==> config.mk <==
export PLATFORM = sky130hd
export DESIGN_NAME = rc4_decrypt
export DESIGN_NICKNAME = d
export VERILOG_FILES = /design/src/rtl/rc4_decrypt.sv
export SDC_FILE = /design/constraint.sdc
export NUM_CORES = 1
export LEC_CHECK = 0
export ABC_AREA = 1
export BUFFER_PORTS_ARGS = -buffer_cell sky130_fd_sc_hd__buf_2
export CAP_MARGIN = 15
export CORE_ASPECT_RATIO = 1.4
export CORE_MARGIN = 2
export CORE_UTILIZATION = 35
export CTS_BUF_LIST = sky130_fd_sc_hd__clkbuf_8
export CTS_CLUSTER_DIAMETER = 40
export DETAILED_ROUTE_END_ITERATION = 16
export PLACE_DENSITY = 0.63
export SKIP_CTS_REPAIR_TIMING = 1
export SYNTH_ARGS = -nofsm -noshare
export SYNTH_HDL_FRONTEND = slang
export SYNTH_SLANG_ARGS = --single-unit
export TNS_END_PERCENT = 50
==> constraint.sdc <==
create_clock -name clk -period 1.95 [get_ports clk]
set_clock_uncertainty 0.05 [all_clocks]
set_input_delay 0.195 -clock clk [delete_from_list [all_inputs] [get_ports clk]]
set_output_delay 0.195 -clock clk [all_outputs]
set_load 0.05 [all_outputs]
==> src/rtl/rc4_decrypt.sv <==
// rc4_decrypt: RC4 keystream generator (PRGA) over S-RAM. XORs each keystream
// byte with the encrypted-message ROM, writes plaintext to the decrypted RAM and
// judges the candidate key (every byte must be a lowercase letter or a space).
//
// Ports:
//   clk, reset_n          clock, asynchronous active-low reset
//   start                 begin a run (sampled only in IDLE)
//   s_q / s_address /
//   s_data / s_wren       S-RAM read data, address, write data, write enable
//   rom_q / rom_address   encrypted-message ROM read data and address (= k)
//   dec_address /
//   dec_data / dec_wren   decrypted-message RAM write port
//   finish                one-cycle pulse when the run completes
//   key_valid             verdict of the last run, held until the next start
module rc4_decrypt #(
  parameter int unsigned MSG_LEN = 32
) (
  input  logic       clk,
  input  logic       reset_n,
  input  logic       start,
  input  logic [7:0] s_q,
  output logic [7:0] s_address,
  output logic [7:0] s_data,
  output logic       s_wren,
  input  logic [7:0] rom_q,
  output logic [7:0] rom_address,
  output logic [7:0] dec_address,
  output logic [7:0] dec_data,
  output logic       dec_wren,
  output logic       finish,
  output logic       key_valid
);

  localparam int unsigned BYTE_W = 8;
  localparam logic [BYTE_W-1:0] LAST_K = BYTE_W'(MSG_LEN - 1);

  typedef enum logic [3:0] {
    IDLE,
    INC_I,
    WAIT_SI,
    READ_SI,
    WAIT_SJ,
    READ_SJ,
    WRITE_I,
    WRITE_J,
    ADDR_F,
    WAIT_F,
    READ_F,
    WRITE_DEC,
    NEXT,
    DONE
  } state_t;

  state_t state;

  logic [BYTE_W-1:0] i, j, k;
  logic [BYTE_W-1:0] si, sj, f, enc;

  // Accepted plaintext alphabet: 'a'..'z' and space.
  function automatic logic is_text(input logic [BYTE_W-1:0] b);
    return (b == 8'h20) || ((b >= 8'h61) && (b <= 8'h7A));
  endfunction

  // PRGA sequencer. Memory reads have one cycle of latency after the address
  // register updates, hence the WAIT states. Write address/data are loaded on
  // the edge entering the write state so they are stable while wren is high.
  always_ff @(posedge clk or negedge reset_n) begin
    if (!reset_n) begin
      state       <= IDLE;
      i           <= '0;
      j           <= '0;
      k           <= '0;
      si          <= '0;
      sj          <= '0;
      f           <= '0;
      enc         <= '0;
      s_address   <= '0;
      s_data      <= '0;
      s_wren      <= 1'b0;
      rom_address <= '0;
      dec_address <= '0;
      dec_data    <= '0;
      dec_wren    <= 1'b0;
      finish      <= 1'b0;
      key_valid   <= 1'b0;
    end else begin
      case (state)
        IDLE: begin
          if (start) begin
            i         <= '0;
            j         <= '0;
            k         <= '0;
            key_valid <= 1'b1;
            state     <= INC_I;
          end
        end

        INC_I: begin
          i           <= i + 8'd1;
          s_address   <= i + 8'd1;
          rom_address <= k;
          state       <= WAIT_SI;
        end

        WAIT_SI: state <= READ_SI;

        READ_SI: begin
          si        <= s_q;
          j         <= j + s_q;
          s_address <= j + s_q;
          state     <= WAIT_SJ;
        end

        WAIT_SJ: state <= READ_SJ;

        // Capture S[j] and set up the first swap write S[i] = S[j].
        READ_SJ: begin
          sj        <= s_q;
          enc       <= rom_q;
          s_address <= i;
          s_data    <= s_q;
          s_wren    <= 1'b1;
          state     <= WRITE_I;
        end

        // Second swap write S[j] = old S[i]; when i == j it rewrites the same value.
        WRITE_I: begin
          s_address <= j;
          s_data    <= si;
          s_wren    <= 1'b1;
          state     <= WRITE_J;
        end

        WRITE_J: begin
          s_wren <= 1'b0;
          state  <= ADDR_F;
        end

        ADDR_F: begin
          s_address <= si + sj;
          state     <= WAIT_F;
        end

        WAIT_F: state <= READ_F;

        READ_F: begin
          f           <= s_q;
          dec_address <= k;
          dec_data    <= s_q ^ enc;
          dec_wren    <= 1'b1;
          state       <= WRITE_DEC;
        end

        // Plaintext byte is written this cycle; a bad byte aborts the run.
        WRITE_DEC: begin
          dec_wren <= 1'b0;
          if (!is_text(f ^ enc)) begin
            key_valid <= 1'b0;
            finish    <= 1'b1;
            state     <= DONE;
          end else begin
            state <= NEXT;
          end
        end

        NEXT: begin
          if (k == LAST_K) begin
            finish <= 1'b1;
            state  <= DONE;
          end else begin
            k     <= k + 8'd1;
            state <= INC_I;
          end
        end

        // Return all memory-side outputs to zero; key_valid is held.
        DONE: begin
          finish      <= 1'b0;
          s_address   <= '0;
          s_data      <= '0;
          s_wren      <= 1'b0;
          rom_address <= '0;
          dec_address <= '0;
          dec_data    <= '0;
          dec_wren    <= 1'b0;
          state       <= IDLE;
        end

        default: state <= IDLE;
      endcase
    end
  end

endmodule

* After elaboration in Yosys (flattened, before gate mapping)
Cells that the tools add are included.
** Word-level totals
- Flip-flop bits (word level) :: 104
- Input port bits :: 19
- Output and inout port bits :: 44
- Word-level logic and storage cells :: 88
** Cells by class
- $add $sub $neg :: 4
- Order comparisons :: 2
- Eq/ne operators :: 19
- Muxes and demuxes :: 22
- Bitwise operators :: 2
- Reductions and logical operators :: 22
** Operators by type and width (number)
- case mux 8 bit (2 select lines) :: 6
- case mux 4 bit (13 select lines) :: 1
- case mux 8 bit (6 select lines) :: 1
- equality test 4 bit (second input constant) :: 6
- case mux 8 bit (3 select lines) :: 1
- adder 8 x 1 -> 8 bit (second input constant) :: 2
- adder 8 bit :: 2
- equality test 4 x 3 -> 1 bit (second input constant) :: 4
- 2-to-1 mux 8 bit :: 2
- nonzero test 2 bit :: 8
- bitwise XOR 8 bit :: 2
- AND reduction 3 bit :: 3
- equality test 4 x 2 -> 1 bit (second input constant) :: 2
- equality test 8 x 5 -> 1 bit (second input constant) :: 1
- equality test 8 x 6 -> 1 bit (second input constant) :: 1
- >= comparator 8 x 7 -> 1 bit (second input constant) :: 1
- less-or-equal comparator 8 x 7 -> 1 bit (second input constant) :: 1
- 2-to-1 mux 4 bit :: 2
- inequality test 2 bit (second input constant) :: 4
- case mux 1 bit (2 select lines) :: 3
- nonzero test 3 bit :: 2
- nonzero test 6 bit :: 1
- OR reduction 2 bit :: 3
- 2-to-1 mux 1 bit :: 5
- 6 further kinds :: 7

* Logic depth before layout (Yosys ltp)
- Depth after elaboration :: 6
- Depth in mapped cells :: 11

* Least setup slack after synthesis
OpenSTA, ideal clock, no wires.
- Kind :: flip-flop to flip-flop
- Start point :: reg si[0]
- End point :: reg s_address[2]
- Arrival time :: 1.464 ns
- Slack :: 0.306 ns
- Stages on the path, launching flop included :: 7
- Period minus slack after synthesis :: 1.644 ns
- Path through :: dfrtp_1 ha_1 fa_1 xnor2_1 nor2_1 nor3_1 nand3_1
** On the way
- Cells in the longest elaborated chain, start to end :: 2
** RTL lines
- from (decl) :: line 57 : logic [BYTE_W-1:0] si, sj, f, enc;
- from (signal assigned) :: line 108 : si <= s_q;
- adder 8 bit :: line 140 : s_address <= si + sj;
- case mux 8 bit (6 select lines) :: line 87 : case (state)
- to (signal assigned) :: line 100 : s_address <= i + 8'd1;
- to (signal assigned) :: line 110 : s_address <= j + s_q;
- to (signal assigned) :: line 140
- to (decl) :: line 22 : output logic [7:0] s_address,
Every way passes these cells.
A chain may end at the register's enable or synchronous reset.

* Final worst setup path
- Start point :: reg state[2]
- End point :: reg j[2]
** On the way
- Cells in the longest elaborated chain, start to end :: 3
- Elaborated cells between the ends (all ways) :: 6
** RTL lines
- from (decl) :: line 54 : state_t state;
- from (signal assigned) :: line 69 : state <= IDLE;
- from (signal assigned) :: line 94 : state <= INC_I;
- from (signal assigned) :: line 102 : state <= WAIT_SI;
- equality test 4 x 2 -> 1 bit / logical NOT 4 bit (equally long branches) :: line 87
- nonzero test 2 bit (no line) / inequality test 2 bit (equally long branches)
- AND reduction 2 bit (no line)
- to (signal assigned) :: line 109 : j <= j + s_q;
- to (decl) :: line 56 : logic [BYTE_W-1:0] i, j, k;
Parallel ways exist; a longest one is shown, timed or not.

==> qor.yml <==
cells_and_area:
  drive_above_1_share_pct: 14.72
  mostFrequentLayoutCells: "188 x nand2_1, 104 x dfrtp_1, 86 x inv_1"
  layout.cells.most_common: "nand2_1"
  final_util_pct: 42.08
  n_antenna_cell: 0
  final_nets: 786
  area_delta_synth_final_pct: 17.06
sta:
  whs_ns: -0.005702
  maxSlewHeadroom_pct: 67.82
  period_share_pct: 92.93
  timing.fmax_mhz: 551.8
  rsz0062_at_grt: "false"
  finalHoldViolCount: 1
  setup_viol: 0
  slew_violations: 0
  tightest_slew_ns: 0.4816
  setup-tns-final_ns: 0
  period_minus_slack_ns: 1.812
detailed_routing:
  dr.pass1.iters: 5
  routed_wirelength_mm: 13.92
  drtIter0Drc: 274
  viasPerCell: 4.951
  drc: 0
  post_drt_wl_per_cell_um: 14.72
  vias: 4684
  ant_nets: 0
clocking:
  cts_root_buf: "clkbuf_8"
  h-tree-depth: 3
  path_clk_slew_ns: 0.11
  cts_buffers: 9
  cts_tree: "yes"
  cts.sinks: 104
  worstSkewPairLatency_ns: 0.38
  clk_path_buf_depth: 2
floorplan:
  core_area_um2: 15050
  die_w_um: 109.1
  rows: 53
  die_h_um: 151.1
  initial_core_util_pct: 35.95
  die_area_um2: 16490
  boundaryPins: 63
min_path:
  whs_path_depth: 3
  hold_path_class: "primary input to flop"
global_routing:
  antenna_found_initial: 0
  gr-usage-all-layers_pct: 17.98
  grt_max_degree: 51
  grt_overflow: 0
  grt_pass1_vias: 4569
  grt_pass1_wl_mm: 22.76
power_and_ir_drop:
  combPwrFrac_pct: 52.7
  p_switching_uw: 5708
  clockPowerShare_pct: 14.6
  ir_worst_vdd_uv: 752.9
  p_int_uw: 5882
  p_leak_uw: 0.003287
  power.density_nw_per_um2: 1830
  p_total_uw: 11590
  p_sw_share_pct: 49.25
  seq_power_share_pct: 32.7
setup_path:
  reg2regPathDepth: 6
  crit_path_max_fanout: 9
  cp.arrival_ns: 2.06
  end_kind: "flop"
  crit_type: "flop to flop"
  worstPathRequired_ns: 2.20
  start_kind: "flop"
logic_synthesis:
  synth_fa_ha_area_share_pct: 4.439
  ys.flop_type: "dfrtp_1"
  synth_nets: 708
  synthArstFlopShare_pct: 100.0
  synthXorXnorAreaFrac_pct: 2.590
  avgSynthCellArea_um2: 8.065
  synth_edf_count: 0
  syn_inst: 671
  yosys-mux-area-fraction_pct: 0
  ys_seq_area_share_pct: 48.09
  ys_types: 35
  synth_simple_gate_area_share_pct: 26.57
  synth-warning-count: 0
  synth-compound-area-share_pct: 10.75
  synth_seq_cells: 104
  netlist_area_um2: 5411
  synth_top_family_by_area: "simple AND/OR/NAND/NOR gates"
place:
  hpwlAfterDp_mm: 10.60
  port_buffers: 62
  place_congestion: 0.8376
run_status:
  status: "complete, but fails checks"
  violations: "hold timing"
run:
  cap_violations: 0
[per-layer routing]
| metal | global-route usage (%) | part of all wire, % | vias to the layer above |
|---|---|---|---|
| met4 | 6.410 | 2.0 | 0 |
| met1 | 22.34 | 44 | 2243 |
| met5 | 0 | 0 | - |
| met2 | 31.30 | 51 | 89 |
| li1 | - | - | 2337 |
| met3 | 2.883 | 3.3 | 15 |
[worst paths after layout]
kind | start | to | slack, ns
hold / removal | rom_q[3] | enc[3] | -0.006
min in group asynchronous | reset_n | dec_data[5] | 0.25
hold reg to reg | s_address[5] | s_address[5] | 0.43
max in group asynchronous | reset_n | s_address[6] | 1.01
setup reg to reg | state[2] | j[2] | 0.14
setup / recovery | state[2] | j[2] | 0.14
[synthesized netlist by cell type (all sizes together) (2+ instances only)]
cell | n | area share, %
dfrtp | 104 | 48
nand2 | 194 | 14
o21ai | 73 | 6.8
nor2 | 34 | 3.3
nor3 | 6 | 0.76
buf | 7 | 0.76
nand3b | 2 | 0.28
ha | 16 | 3.7
o22ai | 11 | 1.3
a21oi | 19 | 1.8
inv | 91 | 6.3
nand3 | 71 | 6.6
xor2 | 3 | 0.49
nand4 | 10 | 1.4
fa | 2 | 0.74
xnor2 | 13 | 2.1
a31oi | 3 | 0.35
clkbuf | 7 | 0.49
[flip-flops by register name, indices dropped and copies added, names as in the netlist]
register,flops
finish,1
sj,8
s_wren,1
f,8
key_valid,1
si,8
dec_address,8
rom_address,8
k,8
i,8
j,8
s_address,8
enc,8
state,4
s_data,8
dec_data,8
dec_wren,1
[layout make-up]
class	instances	area, µm²
fillers	1546	8718
clock buffers	10	137.6
inverters	91	341.6
multi-input cells	462	2400
repair buffers	81	498.0
well taps	192	240.2
clock inverters	6	115.1
flip-flops and latches	104	2603
[through the flow]
step / instances / setup WS, ns / cell area (µm²)
floorplan: 671 / 0.3057 / 5411
global placement: 923 / 0.1805 / 6012
detailed placement: 923 / 0.1699 / 6012
CTS: 939 / 0.1392 / 6265
global route: 946 / 0.02155 / 6335
finish: 946 / 0.1379 / 6335
[power groups by stage]
stage	logic, µW	clock network (µW)	registers, µW
after floorplan	3430	0	4940
after global placement	6060	0	3830
after detailed placement	6110	0	3850
after CTS	6150	1720	3810
after global routing	6830	1810	3930
final	6110	1690	3800
[cell families after synthesis]
kind of cell | Yosys count
AND/OR/NAND/NOR | 318
AO/OA/AOI/OAI | 110
buffers and inverters | 105
flip-flops | 104
adder cells (fa/ha/maj) | 18
XOR/XNOR | 16
[critical path: stages (launching register included)]
cell and delay [ns]:
dfrtp_1 0.44, nor2_1 0.24, nand2_2 0.24, inv_1 0.28
o21ai_0 0.13, a21oi_1 0.21, o21bai_1 0.15
No activity file was read; power rests on OpenSTA's default activity.
